`config.mk`:
```
export PLATFORM = sky130hd
export DESIGN_NAME = fcs_crc32_mb
export DESIGN_NICKNAME = d
export VERILOG_FILES = /design/src/rtl/fcs_pkg.sv /design/src/rtl/crc32_byte_step.sv /design/src/rtl/fcs_crc32_mb.sv
export SDC_FILE = /design/constraint.sdc
export NUM_CORES = 1
export LEC_CHECK = 0
export ABC_AREA = 1
export BUFFER_PORTS_ARGS = -buffer_cell sky130_fd_sc_hd__buf_2
export CORE_MARGIN = 2
export CORE_UTILIZATION = 45
export DETAILED_ROUTE_END_ITERATION = 10
export GPL_TIMING_DRIVEN = 0
export PLACE_DENSITY = 0.63
export SYNTH_ARGS = -nofsm -noshare
export SYNTH_HDL_FRONTEND = slang
export SYNTH_HIERARCHICAL = 1
export SYNTH_SLANG_ARGS = --single-unit
```
`constraint.sdc`:
```
create_clock -name clk -period 5.6 [get_ports clk]
set_input_delay 0.56 -clock clk [delete_from_list [all_inputs] [get_ports clk]]
set_output_delay 0.56 -clock clk [all_outputs]
set_load 0.01 [all_outputs]
```
`src/rtl/fcs_pkg.sv`:
```
// fcs_pkg: CRC-32 constants and FSM encoding shared by the multi-byte FCS engine.
package fcs_pkg;
    localparam logic [31:0] CRC32_POLY_REFL = 32'hEDB88320;
    localparam logic [31:0] CRC32_INIT      = 32'hFFFFFFFF;
    localparam logic [31:0] CRC32_RESIDUE   = 32'hDEBB20E3;
    typedef enum logic {IDLE = 1'b0, FRAME = 1'b1} fcs_state_e;
endpackage

```
`src/rtl/crc32_byte_step.sv`:
```
// crc32_byte_step: folds one byte, LSB first, into a reflected CRC-32 register.
module crc32_byte_step
    import fcs_pkg::*;
(
    input  logic [31:0] i_crc,
    input  logic [7:0]  i_byte,
    output logic [31:0] o_crc
);
    always_comb begin
        o_crc = i_crc;
        for (int b = 0; b < 8; b++)
            o_crc = (o_crc >> 1) ^ ((o_crc[0] ^ i_byte[b]) ? CRC32_POLY_REFL : 32'h0);
    end
endmodule

```
`src/rtl/fcs_crc32_mb.sv`:
```
// fcs_crc32_mb: frame-aware Ethernet FCS over DATA_BYTES lanes per beat, giving the
// transmit FCS and the receive residue check, with abort results never colliding.
module fcs_crc32_mb
    import fcs_pkg::*;
#(
    parameter int DATA_BYTES = 4,
    parameter int PIPE       = 0
) (
    input  logic                    clk,
    input  logic                    rst_n,
    input  logic                    in_valid,
    input  logic                    in_sof,
    input  logic                    in_eof,
    input  logic [DATA_BYTES-1:0]   in_keep,
    input  logic [8*DATA_BYTES-1:0] in_data,
    output logic                    out_valid,
    output logic [31:0]             out_crc,
    output logic                    out_ok,
    output logic                    out_err
);
    localparam int CW = $clog2(DATA_BYTES + 1);

    logic                    w_valid, w_sof, w_eof;
    logic [DATA_BYTES-1:0]   w_keep;
    logic [8*DATA_BYTES-1:0] w_data;

    if (PIPE != 0) begin : g_pipe
        logic                    r_valid, r_sof, r_eof;
        logic [DATA_BYTES-1:0]   r_keep;
        logic [8*DATA_BYTES-1:0] r_data;
        always_ff @(posedge clk or negedge rst_n) begin
            if (!rst_n) begin
                r_valid <= 1'b0;
                r_sof   <= 1'b0;
                r_eof   <= 1'b0;
                r_keep  <= '0;
                r_data  <= '0;
            end else begin
                r_valid <= in_valid;
                r_sof   <= in_sof;
                r_eof   <= in_eof;
                r_keep  <= in_keep;
                r_data  <= in_data;
            end
        end
        assign w_valid = r_valid;
        assign w_sof   = r_sof;
        assign w_eof   = r_eof;
        assign w_keep  = r_keep;
        assign w_data  = r_data;
    end else begin : g_direct
        assign w_valid = in_valid;
        assign w_sof   = in_sof;
        assign w_eof   = in_eof;
        assign w_keep  = in_keep;
        assign w_data  = in_data;
    end

    fcs_state_e  r_state, w_state_nx;
    logic [31:0] r_crc;
    logic        r_pend, r_pend_ok, r_pend_err;
    logic [31:0] r_pend_crc;
    logic        r_out_valid, r_out_ok, r_out_err;
    logic [31:0] r_out_crc;

    logic [31:0]   w_chain [DATA_BYTES+1];
    logic [31:0]   w_tap;
    logic [CW-1:0] w_cnt, w_n;
    logic          w_keep_ok, w_good;
    logic          w_accept, w_abort, w_close;
    logic          w_res_ok, w_res_err;
    logic          w_emit, w_emit_ok, w_emit_err, w_pend_nx;
    logic [31:0]   w_emit_crc;

    // Lane chain: a fresh seed on SOF, otherwise continue from the running register.
    assign w_chain[0] = w_sof ? CRC32_INIT : r_crc;
    for (genvar i = 0; i < DATA_BYTES; i++) begin : g_lane
        crc32_byte_step u_step (
            .i_crc  (w_chain[i]),
            .i_byte (w_data[8*i +: 8]),
            .o_crc  (w_chain[i+1])
        );
    end

    always_comb begin
        w_cnt     = '0;
        w_keep_ok = w_keep[0];
        for (int k = 0; k < DATA_BYTES; k++) w_cnt = w_cnt + CW'(w_keep[k]);
        for (int k = 1; k < DATA_BYTES; k++) w_keep_ok = w_keep_ok & (w_keep[k-1] | !w_keep[k]);
    end

    assign w_n       = w_eof ? w_cnt : CW'(DATA_BYTES);
    assign w_tap     = w_chain[w_n];
    assign w_good    = !w_eof | w_keep_ok;
    assign w_res_ok  = w_good & (w_tap == CRC32_RESIDUE);
    assign w_res_err = !w_good;

    assign w_accept = w_valid & (w_sof | (r_state == FRAME));
    assign w_abort  = w_valid & w_sof & (r_state == FRAME);
    assign w_close  = w_accept & w_eof;

    // Result slot priority: held result, then abort, then a normal close.
    always_comb begin
        w_state_nx = r_state;
        if (w_accept) w_state_nx = w_eof ? IDLE : FRAME;
        w_emit     = r_pend | w_abort | w_close;
        w_emit_crc = r_pend ? r_pend_crc : w_abort ? ~r_crc : ~w_tap;
        w_emit_ok  = r_pend ? r_pend_ok  : !w_abort & w_res_ok;
        w_emit_err = r_pend ? r_pend_err : w_abort | w_res_err;
        w_pend_nx  = w_close & (r_pend | w_abort);
    end

    always_ff @(posedge clk or negedge rst_n) begin
        if (!rst_n) r_state <= IDLE;
        else        r_state <= w_state_nx;
    end

    always_ff @(posedge clk or negedge rst_n) begin
        if (!rst_n) begin
            r_crc       <= CRC32_INIT;
            r_pend      <= 1'b0;
            r_pend_crc  <= '0;
            r_pend_ok   <= 1'b0;
            r_pend_err  <= 1'b0;
            r_out_valid <= 1'b0;
            r_out_crc   <= '0;
            r_out_ok    <= 1'b0;
            r_out_err   <= 1'b0;
        end else begin
            if (w_accept) r_crc <= w_tap;
            r_pend <= w_pend_nx;
            if (w_pend_nx) begin
                r_pend_crc <= ~w_tap;
                r_pend_ok  <= w_res_ok;
                r_pend_err <= w_res_err;
            end
            r_out_valid <= w_emit;
            if (w_emit) begin
                r_out_crc <= w_emit_crc;
                r_out_ok  <= w_emit_ok;
                r_out_err <= w_emit_err;
            end
        end
    end

    assign out_valid = r_out_valid;
    assign out_crc   = r_out_crc;
    assign out_ok    = r_out_ok;
    assign out_err   = r_out_err;
endmodule

```
==> metrics, run 1 <==
outcome complete, no violations; ys flop type dfrtp_1; kind of cell adding the most delay to the critical path simple AND/OR/NAND/NOR gates; pre-CTS setup slack -0.977 ns; Syn Inst Count around 1800; GRT Resource Usage Total 30.9%; CP bufs+invs 6; CTS Sinks about 100; Yosys reg bits ~100; clk_lat worst skew about 0.35 ns; Post-Syn Nets around 1900; Setup Skew ~0.0057 ns; placed insts ~2200; Yosys cell types 34; HP Class input pin to asynchronous set/reset pin; worst-margin pin slew ~0.8 ns; period utilisation layout 94.6%; clk slew on worst S/H paths about 0.07 ns; GPL Wtd Cong just under 1; DR WL/cell about 18 µm; Syn Area/Cell 6.13 µm²; layout cell share with drive strength beyond 1 a little over a fifth; routed vias 11600; # diodes 0; DR vias/cell 5.15; residual DRC count 0; Critical Path AT about 5.6 ns; die area 0.0262 mm²; antenna violations before repair 0; number of max-cap violations 0; final worst slack about 0.3 ns; Critical R2R Launch r_crc[2]$_DFFE_PN1P_; CTS tree yes; synthesis warning total 6; ANT nets after route 0; Critical Path Start Type input pin; gr ovfl total 0; max-slew violations 0; first-pass detailed-route iteration total 6; multi-input logic area between 0.007 and 0.008 mm²; nets@finish 1974; sequential fraction of the synthesis area between 20% and 30%; Post-Syn Area 0.0112 mm²; row count 57; worst-path cell with the longest stage delay xor2_1; final std cells w/o fill 2258; min Tclk post-route 5.30 ns; Clock Root Buffer clkbuf_16; Detail Placement HPWL approximately 34000 µm; I/O pin count 76; largest net degree at the start of global routing 58; most common cell after layout, fill and taps aside nand2_1; area added between synthesis and finish 15.4%; Most common cell on crit path nand2_1; Starting DRT DRC Count 862; Initial Utilization between 40 and 50%; FFs w/ async S/R, synth 100%; H-tree levels 3; Final Hold Fails 0; first-pass GRT wire length 61900 µm; Required @ worst endpoint roughly 6 ns; fillers 2618; TNS Setup 0 ns; commonest non-fill, non-tap cells in the layout nand2_1 (772), inv_1 (176), nand3_1 (140); vias in the first global route 11000; final setup fails 0; crit path from in_sof; CP max FO 10; DIE HEIGHT about 160 µm; Max stage delay on crit path 0.58 ns; Die Width between 150 and 200 µm; worst slew margin relative to its limit 46.4%; fmax about 190 MHz; CTS Buffer Depth 2; drt total wl between 30000 and 40000 µm; CP endpoint kind flip-flop; FF+latch area about 0.0026 mm²; Buffers on Ports 75; Num CTS Buffers 9; area of the core 0.0244 mm²; Post-synth EDFFs 0; WS Path Type input pin to flip-flop
[layout make-up]
class	count	area share, %
inverter	214	6.38
clock inverter	7	0.630
multi-input combinational	1449	61.7
tap	324	3.14
buffer	60	2.09
clock buffer	9	1.74
sequential	103	20.3
timing repair buffer	92	4.07
[state kept, by name, indices dropped and copies added, names as in the netlist]
| register | cells |
|---|---|
| out_crc | 32 |
| out_err | 1 |
| out_ok | 1 |
| out_valid | 1 |
| r_crc | 32 |
| r_pend | 1 |
| r_pend_crc | 32 |
| r_pend_err | 1 |
| r_pend_ok | 1 |
| r_state | 1 |
[layer usage]
metal	GRT usage [%]	wire length, µm	up-vias
met3	2.68	2050	84
met5	0	0	-
met1	39.8	17000	5321
met2	53.6	19000	378
li1	-	-	5843
met4	12.4	1700	0
[what timing repair did]
action / CTS / global route
resized for setup: 28 / 65
gates cloned: 0 / 0
setup buffers: 2 / 14
hold buffers: 0 / 0
pin swaps: 5 / 16
setup endpoints to repair: 62 / 63
endpoints found under the hold margin: 0 / 0
[path summary, 6_finish.rpt]
check / end / slack [ns] / cells after the start
max in group asynchronous: r_pend_crc[30]$_DFFE_PN0P_ / 4.69 / 2
setup reg to reg: out_ok$_DFFE_PN0P_ / 0.33 / 33
min in group clk: out_crc[28]$_DFFE_PN0P_ / 0.48 / 2
setup / recovery: out_ok$_DFFE_PN0P_ / 0.30 / 35
hold reg to reg: out_crc[28]$_DFFE_PN0P_ / 0.48 / 2
hold / removal: out_crc[6]$_DFFE_PN0P_ / 0.22 / 1
[metrics by stage]
| stage | hold slack, ns | instance area [µm²] | utilization, % |
|---|---|---|---|
| after floorplan | 0.264 | 11200 | - |
| after global placement | 0.460 | 12000 | 49.1 |
| after detailed placement | 0.467 | 12000 | 49.2 |
| after CTS | 0.227 | 12500 | 51.3 |
| after global routing | 0.252 | 12900 | 52.9 |
| final | 0.222 | 12900 | 52.9 |
[kinds of logic after synthesis]
logic type	synth area share (%)
AOI/OAI and AO/OA	9.03
xor gates and xnor gates	11.4
adders and majority gates	0.514
buffers and inverters	9.66
DFF	23.4
and+or+nand+nor	46.0
[synthesized netlist by cell type, types with 14 or more instances]
cell type	instances	area (µm²)
nand2_1	803	3010
inv_1	177	664
nand3_1	141	706
o21ai_0	125	626
xor2_1	84	736
nand2_2	72	450
dfrtp_1	71	1780
nand2_4	40	450
xnor2_1	40	350
clkbuf_1	34	128
nor2_1	33	124
dfstp_2	32	841
o211ai_1	32	240
inv_2	31	116
buf_2	17	85.1
a21oi_1	14	70.1
[worst reg2reg max path, delay by kind of cell, from the launching register on]
family / cells / cell delay [ns]
flip-flops: 1 / 0.53
buffers and inverters: 4 / 0.34
XOR/XNOR: 4 / 1.54
AO/OA/AOI/OAI: 1 / 0.13
AND/OR/NAND/NOR: 24 / 2.66
Power of run 1 is not shown: default switching activity piles up to over one toggle a cycle in this logic, so the estimate is an artifact.
==> inputs of run 2 (changes only) <==
--- a/config.mk
+++ b/config.mk
@@ -14,5 +14,4 @@
 export PLACE_DENSITY = 0.63
 export SYNTH_ARGS = -nofsm -noshare
 export SYNTH_HDL_FRONTEND = slang
-export SYNTH_HIERARCHICAL = 1
 export SYNTH_SLANG_ARGS = --single-unit
==> metrics, run 2 <==
outcome complete, no violations; Required @ worst endpoint about 5.9 ns; ranking of synthesized cells by area nand2_1 (29%), dfrtp_1 (15%), nand3_1 (11%); most frequent cell after synthesis nand2_1; CP endpoint kind flip-flop; postcts setup bufs 0; worst-path cell with the longest stage delay dfstp_2; DIE HEIGHT 166 µm; most instantiated cells after synthesis nand2_1 (898), nand3_1 (255), o21ai_0 (188); worst-margin pin slew around 0.75 ns; Critical Path Start Type flip-flop; residual DRC count 0; sequential fraction of the synthesis area 22.3%; min Tclk post-route roughly 5.1 ns; hold_buf cts 0; Critical Path AT around 5.4 ns; area added between synthesis and finish 9.65%; ANT nets after route 0; Setup Skew between 0.01 and 0.015 ns; antenna violations before repair 1; commonest non-fill, non-tap cells in the layout nand2_1 (898), nand3_1 (255), o21ai_0 (188); row count approximately 60; die area around 0.027 mm²; fillers 2824; I/O pin count 76; worst r2r dst out_ok$_DFFE_PN0P_; Syn Inst Count 2048; FFs w/ async S/R, synth 100%; largest net degree at the start of global routing 73; Yosys cell types between 40 and 50; CP max FO 10; Final Hold Fails 0; Worst R2R Path Depth 32; synthesis warning total 0; first-pass GRT wire length just under 80000 µm; H-tree levels 3; number of max-cap violations 0; Post-Syn Nets 2093; GPL Wtd Cong roughly 1.1; Yosys top cell by area nand2_1; unrepaired setup endpoints after global routing no; fmax 197 MHz; kind of cell adding the most delay to the critical path simple AND/OR/NAND/NOR gates; Yosys top cell area share roughly 29%; CTS Buffer Depth 2; WS Path Type flip-flop to flip-flop; nets@finish about 2200; r2r setup slk between 0.5 and 0.6 ns; Starting DRT DRC Count ~1600; TNS Setup 0 ns; gr ovfl total 0; CP bufs+invs 1; Clock Root Buffer clkbuf_16; vias in the first global route about 13000; worst slew margin relative to its limit between 40% and 50%; Post-synth EDFFs 0; max-slew violations 0; CP endpoint out_ok$_DFFE_PN0P_; Buffers on Ports 74; GRT Resource Usage Total 36.6%; CTS Sinks 103; clk_lat worst skew 0.35 ns; CP Depth 32; Die Width 166 µm; Critical R2R Launch r_crc[0]$_DFFE_PN1P_; Max stage delay on crit path about 0.56 ns; HP Class input pin to asynchronous set/reset pin; ys flop type dfrtp_1; Yosys reg bits 103; crit path from r_crc[0]$_DFFE_PN1P_; most common cell after layout, fill and taps aside nand2_1; clk slew on worst S/H paths approximately 0.080 ns; routed vias between 10000 and 15000; DR vias/cell ~5.7; CTS tree yes; Num CTS Buffers 9; Most common cell on crit path nand2_1; drt total wl a little over 50000 µm; DR WL/cell 20.7 µm; Detail Placement HPWL about 42000 µm; Syn Area/Cell 5.74 µm²; period utilisation layout slightly above 90%; post-CTS sizing 0; first-pass detailed-route iteration total 8; Initial Utilization around 46%; Post-Syn Area between 0.01 and 0.015 mm²; final setup fails 0; layout cell share with drive strength beyond 1 14.5%; area of the core 0.0258 mm²
run 2: changes by cell type in the layout (fill, tap and decap cells not counted), sizes merged, moves of 33 or more:
cell,change
xor2,-64
a21oi,+33
o21ai,+70
nand3,+119
nor2,+36
nand2,+88
inv,-40
run 2: how the worst min path moves through the flow:
stage	from	end	slack [ns]	cells after the start
2_1_floorplan	rst_n	out_crc[0]$_DFFE_PN0P_	0.26	0
3_3_place_gp	r_pend_crc[14]$_DFFE_PN0P_	r_pend_crc[14]$_DFFE_PN0P_	0.46	2
3_5_place_dp	r_pend_crc[27]$_DFFE_PN0P_	r_pend_crc[27]$_DFFE_PN0P_	0.47	2
4_1_cts	rst_n	out_crc[23]$_DFFE_PN0P_	0.15	1
5_1_grt	rst_n	out_crc[23]$_DFFE_PN0P_	0.17	1
6_report	rst_n	out_crc[24]$_DFFE_PN0P_	0.15	1
run 2: per-layer routing:
| layer | vias to the layer above | global-route usage, % | part of all wire [%] |
|---|---|---|---|
| met5 | - | 0 | 0 |
| met4 | 0 | 17.1 | 5.2 |
| met3 | 123 | 3.30 | 7.5 |
| met2 | 645 | 59.6 | 45 |
| met1 | 6479 | 49.1 | 42 |
| li1 | 6787 | - | - |
run 2: area by class of cell:
| type | instances | area (µm²) | area share (%) |
|---|---|---|---|
| diodes | 1 | 2.50 | 0.0194 |
| plain buffers | 61 | 323 | 2.50 |
| inverters | 175 | 662 | 5.13 |
| clock buffers | 9 | 225 | 1.75 |
| multi-input cells | 1709 | 8150 | 63.3 |
| flip-flops and latches | 103 | 2620 | 20.3 |
| well taps | 335 | 419 | 3.25 |
| repair buffers | 75 | 400 | 3.11 |
| clock inverters | 7 | 87.6 | 0.679 |
run 2: through the flow:
step | area (µm²) | worst slack [ns] | cells | hold slack [ns] | utilization [%]
3_3_place_gp | 12500 | 0.352 | 2457 | 0.463 | 48.6
6_report | 12900 | 0.520 | 2475 | 0.146 | 49.9
3_5_place_dp | 12600 | 0.314 | 2458 | 0.469 | 48.7
5_1_grt | 12900 | 0.169 | 2474 | 0.173 | 49.9
2_1_floorplan | 11800 | 1.92 | 2048 | 0.264 | -
4_1_cts | 12900 | 0.608 | 2474 | 0.147 | 49.9
run 2: cell families after synthesis:
family / share of synthesized area, %
xor+xnor: 3.33
buf+inv: 8.38
simple gates: 52.0
fa+ha+maj: 0.490
flops: 22.3
compound gates: 13.5
Power of run 2 is left out for the same reason.
